$ cat config.mk
export PLATFORM = sky130hd
export DESIGN_NAME = instr_fetch_unit_flat
export DESIGN_NICKNAME = d
export VERILOG_FILES = /design/src/rtl/mips_pkg.sv /design/src/rtl/instr_fetch_unit_if.sv /design/src/rtl/branch_target_calc.sv /design/src/rtl/instr_fetch_unit.sv /design/src/flat_wrapper.sv
export SDC_FILE = /design/constraint.sdc
export NUM_CORES = 1
export LEC_CHECK = 0
export CAP_MARGIN = 20
export CORE_AREA = 4 4 152 191
export CTS_CLUSTER_DIAMETER = 60
export DETAILED_ROUTE_END_ITERATION = 8
export DIE_AREA = 0 0 156 195
export PLACE_DENSITY = 0.48
export RECOVER_POWER = 25
export SYNTH_ARGS = -nofsm -noshare
export SYNTH_HDL_FRONTEND = slang
export SYNTH_SLANG_ARGS = --single-unit
$ cat constraint.sdc
create_clock -name clk -period 7.45 [get_ports clk]
set_input_delay 2.235 -clock clk [delete_from_list [all_inputs] [get_ports clk]]
set_output_delay 2.235 -clock clk [all_outputs]
set_load 0.01 [all_outputs]
$ cat src/rtl/mips_pkg.sv
// Shared MIPS front-end definitions: opcodes, fetch FSM encoding, reset PC.
// Latency: n/a (types and constants only).
// Backpressure: n/a.
// Ports: none; imported by the fetch unit and the control decoder.
package mips_pkg;

  // Opcodes understood by the control decoder; anything else is flagged illegal.
  localparam logic [5:0] OP_RTYPE = 6'b000000;
  localparam logic [5:0] OP_LW    = 6'b100011;
  localparam logic [5:0] OP_SW    = 6'b101011;
  localparam logic [5:0] OP_BEQ   = 6'b000100;

  localparam logic [31:0] RESET_PC_DEFAULT = 32'h0000_0000;

  typedef enum logic [1:0] {
    FETCH = 2'd0,
    WAIT  = 2'd1,
    HOLD  = 2'd2
  } fetch_state_e;

  function automatic logic is_legal_opcode(input logic [5:0] op);
    return (op == OP_RTYPE) || (op == OP_LW) || (op == OP_SW) || (op == OP_BEQ);
  endfunction

endpackage

$ cat src/rtl/instr_fetch_unit_if.sv
// Bundle between the fetch unit, instruction memory and the decoder/datapath.
// Latency: n/a (wiring only).
// Backpressure: imem_req_valid/ready for requests, instr_valid/ready for retire.
// Ports: master = fetch unit side, slave = memory + decoder side.
interface instr_fetch_unit_if #(
  parameter int unsigned CNT_WIDTH = 32
);
  // Instruction memory request / response
  logic                 imem_req_valid;
  logic                 imem_req_ready;
  logic [31:0]          imem_req_addr;
  logic                 imem_rsp_valid;
  logic [31:0]          imem_rsp_data;
  // Held instruction towards decoder / datapath
  logic                 instr_valid;
  logic                 instr_ready;
  logic                 pc_src;
  logic [5:0]           opcode;
  logic [4:0]           rs;
  logic [4:0]           rt;
  logic [4:0]           rd;
  logic [5:0]           funct;
  logic [15:0]          imm;
  logic [31:0]          pc;
  logic                 illegal;
  logic [CNT_WIDTH-1:0] retired_cnt;

  modport master (
    output imem_req_valid, imem_req_addr,
    input  imem_req_ready, imem_rsp_valid, imem_rsp_data,
    output instr_valid,
    input  instr_ready, pc_src,
    output opcode, rs, rt, rd, funct, imm, pc, illegal, retired_cnt
  );

  modport slave (
    input  imem_req_valid, imem_req_addr,
    output imem_req_ready, imem_rsp_valid, imem_rsp_data,
    input  instr_valid,
    output instr_ready, pc_src,
    input  opcode, rs, rt, rd, funct, imm, pc, illegal, retired_cnt
  );
endinterface

$ cat src/rtl/branch_target_calc.sv
// Next-PC arithmetic: sequential PC and BEQ branch target.
// Latency: combinational.
// Backpressure: none.
// Ports: pc, imm in; pc_plus4, branch_target out (both modulo 2^32).
module branch_target_calc (
  input  logic [31:0] pc,
  input  logic [15:0] imm,
  output logic [31:0] pc_plus4,
  output logic [31:0] branch_target
);

  // Word offset: sign-extended immediate scaled by 4, so targets stay aligned.
  logic [31:0] offset;

  assign offset        = {{14{imm[15]}}, imm, 2'b00};
  assign pc_plus4      = pc + 32'd4;
  assign branch_target = pc_plus4 + offset;

endmodule

$ cat src/rtl/instr_fetch_unit.sv
// Sequential fetch front end: owns PC, fetches one word, holds it for decode.
// Latency: instr_valid 2 cycles after entering FETCH (ready memory, 1-cycle rsp).
// Backpressure: request waits on imem_req_ready; held word waits on instr_ready.
// Ports: clk, rst (sync, active-high); bus = instr_fetch_unit_if.master.
module instr_fetch_unit
  import mips_pkg::*;
#(
  parameter logic [31:0] RESET_PC  = RESET_PC_DEFAULT,
  parameter int unsigned CNT_WIDTH = 32
) (
  input  logic               clk,
  input  logic               rst,
  instr_fetch_unit_if.master bus
);

  fetch_state_e         state_q, state_d;
  logic [31:0]          pc_q, pc_d;
  logic [31:0]          ir_q, ir_d;
  logic [CNT_WIDTH-1:0] cnt_q, cnt_d;
  logic [31:0]          pc_plus4;
  logic [31:0]          branch_target;

  branch_target_calc u_branch_target_calc (
    .pc            (pc_q),
    .imm           (ir_q[15:0]),
    .pc_plus4      (pc_plus4),
    .branch_target (branch_target)
  );

  always_comb begin
    state_d = state_q;
    pc_d    = pc_q;
    ir_d    = ir_q;
    cnt_d   = cnt_q;
    case (state_q)
      FETCH: begin
        // Responses arriving here are stale by definition and are dropped.
        if (bus.imem_req_ready) state_d = WAIT;
      end
      WAIT: begin
        if (bus.imem_rsp_valid) begin
          ir_d    = bus.imem_rsp_data;
          state_d = HOLD;
        end
      end
      HOLD: begin
        // pc_src only matters on the retire cycle.
        if (bus.instr_ready) begin
          cnt_d   = cnt_q + CNT_WIDTH'(1);
          pc_d    = bus.pc_src ? branch_target : pc_plus4;
          state_d = FETCH;
        end
      end
      default: state_d = FETCH;
    endcase
  end

  always_ff @(posedge clk) begin
    if (rst) begin
      state_q <= FETCH;
      pc_q    <= RESET_PC;
      ir_q    <= '0;
      cnt_q   <= '0;
    end else begin
      state_q <= state_d;
      pc_q    <= pc_d;
      ir_q    <= ir_d;
      cnt_q   <= cnt_d;
    end
  end

  // Request is suppressed during the reset cycle itself.
  assign bus.imem_req_valid = (state_q == FETCH) && !rst;
  assign bus.imem_req_addr  = {pc_q[31:2], 2'b00};

  assign bus.instr_valid    = (state_q == HOLD);
  assign bus.opcode         = ir_q[31:26];
  assign bus.rs             = ir_q[25:21];
  assign bus.rt             = ir_q[20:16];
  assign bus.rd             = ir_q[15:11];
  assign bus.funct          = ir_q[5:0];
  assign bus.imm            = ir_q[15:0];
  assign bus.pc             = pc_q;
  // IR keeps the last word after retire, so qualify with instr_valid.
  assign bus.illegal        = bus.instr_valid && !is_legal_opcode(ir_q[31:26]);
  assign bus.retired_cnt    = cnt_q;

endmodule
$ cat src/flat_wrapper.sv
// flat-port wrapper written by rule: the top's interface ports become plain ports
module instr_fetch_unit_flat import mips_pkg::*;
#(
  parameter logic [31:0] RESET_PC  = RESET_PC_DEFAULT,
  parameter int unsigned CNT_WIDTH = 32
)
  (clk, rst, bus_imem_req_valid, bus_imem_req_addr, bus_imem_req_ready, bus_imem_rsp_valid, bus_imem_rsp_data, bus_instr_valid, bus_instr_ready, bus_pc_src, bus_opcode, bus_rs, bus_rt, bus_rd, bus_funct, bus_imm, bus_pc, bus_illegal, bus_retired_cnt);
  instr_fetch_unit_if #(.CNT_WIDTH(CNT_WIDTH)) bus_i ();
  input  logic clk;
  input  logic rst;
  output wire logic [$bits(bus_i.imem_req_valid)-1:0] bus_imem_req_valid;
  output wire logic [$bits(bus_i.imem_req_addr)-1:0] bus_imem_req_addr;
  input wire logic [$bits(bus_i.imem_req_ready)-1:0] bus_imem_req_ready;
  input wire logic [$bits(bus_i.imem_rsp_valid)-1:0] bus_imem_rsp_valid;
  input wire logic [$bits(bus_i.imem_rsp_data)-1:0] bus_imem_rsp_data;
  output wire logic [$bits(bus_i.instr_valid)-1:0] bus_instr_valid;
  input wire logic [$bits(bus_i.instr_ready)-1:0] bus_instr_ready;
  input wire logic [$bits(bus_i.pc_src)-1:0] bus_pc_src;
  output wire logic [$bits(bus_i.opcode)-1:0] bus_opcode;
  output wire logic [$bits(bus_i.rs)-1:0] bus_rs;
  output wire logic [$bits(bus_i.rt)-1:0] bus_rt;
  output wire logic [$bits(bus_i.rd)-1:0] bus_rd;
  output wire logic [$bits(bus_i.funct)-1:0] bus_funct;
  output wire logic [$bits(bus_i.imm)-1:0] bus_imm;
  output wire logic [$bits(bus_i.pc)-1:0] bus_pc;
  output wire logic [$bits(bus_i.illegal)-1:0] bus_illegal;
  output wire logic [$bits(bus_i.retired_cnt)-1:0] bus_retired_cnt;
  assign bus_imem_req_valid = bus_i.imem_req_valid;
  assign bus_imem_req_addr = bus_i.imem_req_addr;
  assign bus_i.imem_req_ready = bus_imem_req_ready;
  assign bus_i.imem_rsp_valid = bus_imem_rsp_valid;
  assign bus_i.imem_rsp_data = bus_imem_rsp_data;
  assign bus_instr_valid = bus_i.instr_valid;
  assign bus_i.instr_ready = bus_instr_ready;
  assign bus_i.pc_src = bus_pc_src;
  assign bus_opcode = bus_i.opcode;
  assign bus_rs = bus_i.rs;
  assign bus_rt = bus_i.rt;
  assign bus_rd = bus_i.rd;
  assign bus_funct = bus_i.funct;
  assign bus_imm = bus_i.imm;
  assign bus_pc = bus_i.pc;
  assign bus_illegal = bus_i.illegal;
  assign bus_retired_cnt = bus_i.retired_cnt;
  instr_fetch_unit #(.RESET_PC(RESET_PC), .CNT_WIDTH(CNT_WIDTH)) u_core (.clk(clk), .rst(rst), .bus(bus_i));
endmodule
==> report_table.html <==
<table>
<tr><th>Metric</th><th>Value</th></tr>
<tr><th colspan="2">Status</th></tr>
<tr><td>Outcome</td><td>finished, violations left</td></tr>
<tr><td>Violations in the final reports</td><td>max-capacitance violations, max-slew violations</td></tr>
<tr><th colspan="2">Timing</th></tr>
<tr><td>Minimum period implied by the final worst setup slack</td><td>5.92 ns</td></tr>
<tr><td>Number of failing hold endpoints at the final stage</td><td>0</td></tr>
<tr><td>Final-report max-slew violation count</td><td>84</td></tr>
<tr><td>Pin slew with the least headroom to its limit</td><td>3.88 ns</td></tr>
<tr><td>Remaining max-slew budget at the tightest pin</td><td>-159%</td></tr>
<tr><td>Final critical-path setup slack</td><td>1.53 ns</td></tr>
<tr><td>Final period utilization</td><td>79.5%</td></tr>
<tr><td>Total negative setup slack</td><td>0 ns</td></tr>
<tr><td>RSZ-0062 raised after global routing</td><td>false</td></tr>
<tr><td>Fin Clk Skew</td><td>0.0151 ns</td></tr>
<tr><td>Final number of setup-violating endpoints</td><td>0</td></tr>
<tr><td>Maximum frequency from static timing analysis</td><td>169 MHz</td></tr>
<tr><th colspan="2">CTS</th></tr>
<tr><td>Hold buffers post-CTS</td><td>0</td></tr>
<tr><td>Clock insertion delay at the later pin of the skew report</td><td>0.36 ns</td></tr>
<tr><td>Total of cells resized after clock tree synthesis</td><td>0</td></tr>
<tr><td>Number of CTS-inserted buffers</td><td>9</td></tr>
<tr><td>Count of H-tree levels built during CTS</td><td>3</td></tr>
<tr><td>Clock-pin slew reported for the worst setup and hold paths after clock tree synthesis</td><td>0.08 ns</td></tr>
<tr><td>Sinks on Clock Net</td><td>96</td></tr>
<tr><td>CTS tree</td><td>done</td></tr>
<tr><td>Post-CTS repair timing setup buffer count</td><td>0</td></tr>
<tr><td>Root Buffer Master</td><td>sky130_fd_sc_hd__clkbuf_16</td></tr>
<tr><td>Largest buffer count on any clock path</td><td>2</td></tr>
<tr><th colspan="2">Floorplan</th></tr>
<tr><td>Height of the die</td><td>195 um</td></tr>
<tr><td>Number of rows in the core area</td><td>68</td></tr>
<tr><td>Core area</td><td>27,300 um2</td></tr>
<tr><td>Initial cell density of the core</td><td>24.7%</td></tr>
<tr><td>X dimension of the die</td><td>156 um</td></tr>
<tr><td>Total I/O pin count</td><td>180</td></tr>
<tr><td>DIE AREA</td><td>30,400 um2</td></tr>
<tr><th colspan="2">Logic synthesis</th></tr>
<tr><td>Average cell area after synthesis</td><td>7.63 um2</td></tr>
<tr><td>Cell count after synthesis</td><td>884</td></tr>
<tr><td>Cell Area, Synth</td><td>6740 um2</td></tr>
<tr><td>Cells taking the most area after synthesis</td><td>sky130_fd_sc_hd__dfxtp_1, sky130_fd_sc_hd__nand2_1, sky130_fd_sc_hd__ha_1</td></tr>
<tr><td>Dominant register cell in the synthesized netlist</td><td>sky130_fd_sc_hd__dfxtp_1</td></tr>
<tr><td>Flop and latch count out of synthesis</td><td>96</td></tr>
<tr><td>Count of distinct cell types in the synthesized netlist</td><td>66</td></tr>
<tr><td>Proportion of synthesized chip area in sequential cells</td><td>28.5%</td></tr>
<tr><td>Number of flops mapped to enable cells by yosys</td><td>0</td></tr>
<tr><td>Cell accounting for the most synthesized area</td><td>sky130_fd_sc_hd__dfxtp_1</td></tr>
<tr><td>Share of flip-flops with an asynchronous set or reset after synthesis</td><td>0%</td></tr>
<tr><td>Warning count from the yosys run</td><td>0</td></tr>
<tr><td>Share of the synthesized area in the top cell type</td><td>28.5%</td></tr>
<tr><th colspan="2">Global route</th></tr>
<tr><td>Largest net degree at the start of global routing</td><td>84</td></tr>
<tr><td>Global router's overall resource usage</td><td>14.6%</td></tr>
<tr><td>Number of global-route vias before repair</td><td>6,516</td></tr>
<tr><td>Initial antenna violation count</td><td>0</td></tr>
<tr><td>First-pass GRT wire length</td><td>35,700 um</td></tr>
<tr><td>Total gr overflow</td><td>0</td></tr>
<tr><th colspan="2">Drt</th></tr>
<tr><td>DRC violation count after routing</td><td>0</td></tr>
<tr><td>Detailed-routing wirelength on met1</td><td>9760 um</td></tr>
<tr><td>Number of DRC markers after the initial detailed-route iteration</td><td>240</td></tr>
<tr><td>Uppermost metal layer occupied by signal nets</td><td>met4</td></tr>
<tr><td>Routed met2 length</td><td>10,900 um</td></tr>
<tr><td>Detailed-route wire length</td><td>22,500 um</td></tr>
<tr><td>Routed wl met3</td><td>1260 um</td></tr>
<tr><td>Count of antenna-violating nets left after detailed routing</td><td>0</td></tr>
<tr><td>Via-to-Cell Ratio</td><td>4.83</td></tr>
<tr><td>Average wire per standard cell</td><td>16.8 um</td></tr>
<tr><td>DRT Pass-1 Iters</td><td>4</td></tr>
<tr><td>Overall via count from detail_route</td><td>6,495</td></tr>
<tr><th colspan="2">Placed design</th></tr>
<tr><td>Cell area after placement</td><td>8470 um2</td></tr>
<tr><td>Setup slack at placement</td><td>2.02 ns</td></tr>
<tr><td>I/O Buffers</td><td>175</td></tr>
<tr><td>Routability Congestion</td><td>0.851</td></tr>
<tr><td>HPWL after detailed placement</td><td>17,000 um</td></tr>
<tr><th colspan="2">Layout</th></tr>
<tr><td>Number of nets at the end of the flow</td><td>1,066</td></tr>
<tr><td>Multi-input gate area</td><td>4240 um2</td></tr>
<tr><td>Utilization after layout</td><td>32.1%</td></tr>
<tr><td>Count of antenna diodes in the layout</td><td>0</td></tr>
<tr><td>Filler Cell Count</td><td>2,954</td></tr>
<tr><td>Share of final-layout standard cells stronger than drive strength 1</td><td>4.12%</td></tr>
<tr><td>Footprint of the flip-flops and latches</td><td>1920 um2</td></tr>
<tr><td>Finished Cell Area</td><td>8770 um2</td></tr>
<tr><td>Area growth, synth to finish</td><td>30.0%</td></tr>
<tr><th colspan="2">Worst setup path</th></tr>
<tr><td>Critical path type</td><td>primary input to flop</td></tr>
<tr><td>Type of destination of the critical path</td><td>flop</td></tr>
<tr><td>Worst-path maximum fanout</td><td>83</td></tr>
<tr><td>CP Data Required Time</td><td>7.70 ns</td></tr>
<tr><td>CP startpoint kind</td><td>primary input</td></tr>
<tr><td>Data arrival at the endpoint of the critical path</td><td>6.17 ns</td></tr>
<tr><th colspan="2">Power</th></tr>
<tr><td>Pwr/cell area</td><td>131 nW/um2</td></tr>
<tr><td>Maximum VDD drop</td><td>131 uV</td></tr>
<tr><td>Leakage power of the design</td><td>3.37 nW</td></tr>
<tr><th colspan="2">Run</th></tr>
<tr><td>Max-Cap Viols</td><td>1</td></tr>
<tr><th colspan="2">Hold path</th></tr>
<tr><td>Kind of path behind the tightest hold check</td><td>flop to flop</td></tr>
</table>
[cells in the mapped netlist (4+ instances only)]
master and number:
sky130_fd_sc_hd__a21oi_1 74, sky130_fd_sc_hd__buf_4 45, sky130_fd_sc_hd__o211ai_1 5, sky130_fd_sc_hd__o21bai_1 7
sky130_fd_sc_hd__dfxtp_1 96, sky130_fd_sc_hd__nand2_1 128, sky130_fd_sc_hd__ha_1 38, sky130_fd_sc_hd__nand2b_1 4
sky130_fd_sc_hd__xor2_1 39, sky130_fd_sc_hd__xnor2_1 36, sky130_fd_sc_hd__a22oi_1 5, sky130_fd_sc_hd__inv_1 20
sky130_fd_sc_hd__buf_2 8, sky130_fd_sc_hd__a211oi_1 10, sky130_fd_sc_hd__and4_1 12, sky130_fd_sc_hd__o21a_1 8
sky130_fd_sc_hd__a31oi_1 8, sky130_fd_sc_hd__a21o_1 15, sky130_fd_sc_hd__nor2_1 86, sky130_fd_sc_hd__nor3_1 18
sky130_fd_sc_hd__nand4_1 19, sky130_fd_sc_hd__or3_1 5, sky130_fd_sc_hd__and2_1 5, sky130_fd_sc_hd__clkbuf_1 33
sky130_fd_sc_hd__nor4_1 8, sky130_fd_sc_hd__nand3_1 30, sky130_fd_sc_hd__and3_1 16, sky130_fd_sc_hd__o21ai_0 38
sky130_fd_sc_hd__mux2i_1 5, sky130_fd_sc_hd__a311oi_1 6
[metrics by stage]
stage	total power, mW	std cells	hold slack, ns
3_5_place_dp	0.685	1328	0.447
3_3_place_gp	0.685	1328	0.441
5_1_grt	1.20	1344	0.476
6_report	1.15	1344	0.454
2_1_floorplan	0.620	887	0.457
4_1_cts	1.17	1344	0.457
[layout make-up]
type                            instances  area share (%)
Clock buffer                            9            2.57
Multi-Input combinational cell        681            48.4
Tap cell                              350            5.00
Sequential cell                        96            21.9
Timing Repair Buffer                  180            20.3
Inverter                               21           0.899
Clock inverter                          7           0.856
[worst paths after layout]
| kind | cells past startpoint | start | slack (ns) | endpoint |
|---|---|---|---|---|
| worst max-delay path | 5 | rst | 1.53 | u_core.bus.pc[31]$_SDFFE_PP0P_ |
| worst min-delay path | 2 | u_core.ir_q[23]$_SDFFE_PP0P_ | 0.45 | u_core.ir_q[23]$_SDFFE_PP0P_ |
| worst min register to register | 2 | u_core.ir_q[23]$_SDFFE_PP0P_ | 0.45 | u_core.ir_q[23]$_SDFFE_PP0P_ |
| worst max register to register | 14 | u_core.bus.pc[4]$_SDFFE_PP0P_ | 3.30 | u_core.bus.pc[29]$_SDFFE_PP0P_ |
[sequential cells by signal (all words and copies together) (netlist names)]
| register | count |
|---|---|
| u_core.bus.pc | 30 |
| u_core.bus.retired_cnt | 32 |
| u_core.ir_q | 32 |
| u_core.state_q | 2 |
[power by group]
part / leakage [nW] / internal [mW] / switching, mW / total (mW)
logic: 2.45 / 0.0621 / 0.0733 / 0.135
registers: 0.776 / 0.522 / 0.0120 / 0.534
clock network: 0.148 / 0.238 / 0.242 / 0.480
total: 3.37 / 0.822 / 0.328 / 1.15
[logic make-up (layout without fill, tap and decap cells)]
group / after synthesis / count (layout) / synth area share, %
other: 1 / 4 / 0.0556
xor gates and xnor gates: 75 / 75 / 9.74
buffers and inverters: 110 / 217 / 8.78
and+or+nand+nor: 348 / 348 / 24.6
DFF: 96 / 96 / 28.5
adders and majority gates: 39 / 39 / 7.35
muxes: 7 / 7 / 1.08
AOI/OAI and AO/OA: 208 / 208 / 19.9
[metal layers]
metal  vias up  GRT usage [%]
met2       165           25.2
met5         -              0
met3        23           3.13
met4         0           4.77
li1       3298              -
met1      3009           18.0
[cell usage in the layout, fill, tap and decap left out, types with 6 or more instances in the layout]
cell                              count
sky130_fd_sc_hd__a211oi_1            10
sky130_fd_sc_hd__a21o_1              15
sky130_fd_sc_hd__a21oi_1             74
sky130_fd_sc_hd__a311oi_1             6
sky130_fd_sc_hd__a31oi_1              8
sky130_fd_sc_hd__and3_1              16
sky130_fd_sc_hd__and4_1              12
sky130_fd_sc_hd__clkbuf_16            9
sky130_fd_sc_hd__clkdlybuf4s50_1    139
sky130_fd_sc_hd__dfxtp_1             96
sky130_fd_sc_hd__dlygate4sd3_1       35
sky130_fd_sc_hd__ha_1                38
sky130_fd_sc_hd__inv_1               20
sky130_fd_sc_hd__nand2_1            128
sky130_fd_sc_hd__nand3_1             30
sky130_fd_sc_hd__nand4_1             19
sky130_fd_sc_hd__nor2_1              85
sky130_fd_sc_hd__nor3_1              18
sky130_fd_sc_hd__nor4_1               8
sky130_fd_sc_hd__o21a_1               8
sky130_fd_sc_hd__o21ai_0             38
sky130_fd_sc_hd__o21bai_1             7
sky130_fd_sc_hd__xnor2_1             36
sky130_fd_sc_hd__xor2_1              39
[critical path, cell delays in order]
cell,delay [ns]
sky130_fd_sc_hd__buf_4,0.26
sky130_fd_sc_hd__clkbuf_1,2.77
sky130_fd_sc_hd__nor2_1,0.53
sky130_fd_sc_hd__nand4_1,0.25
sky130_fd_sc_hd__nand3b_1,0.09
(Power assumes the default switching activity.)
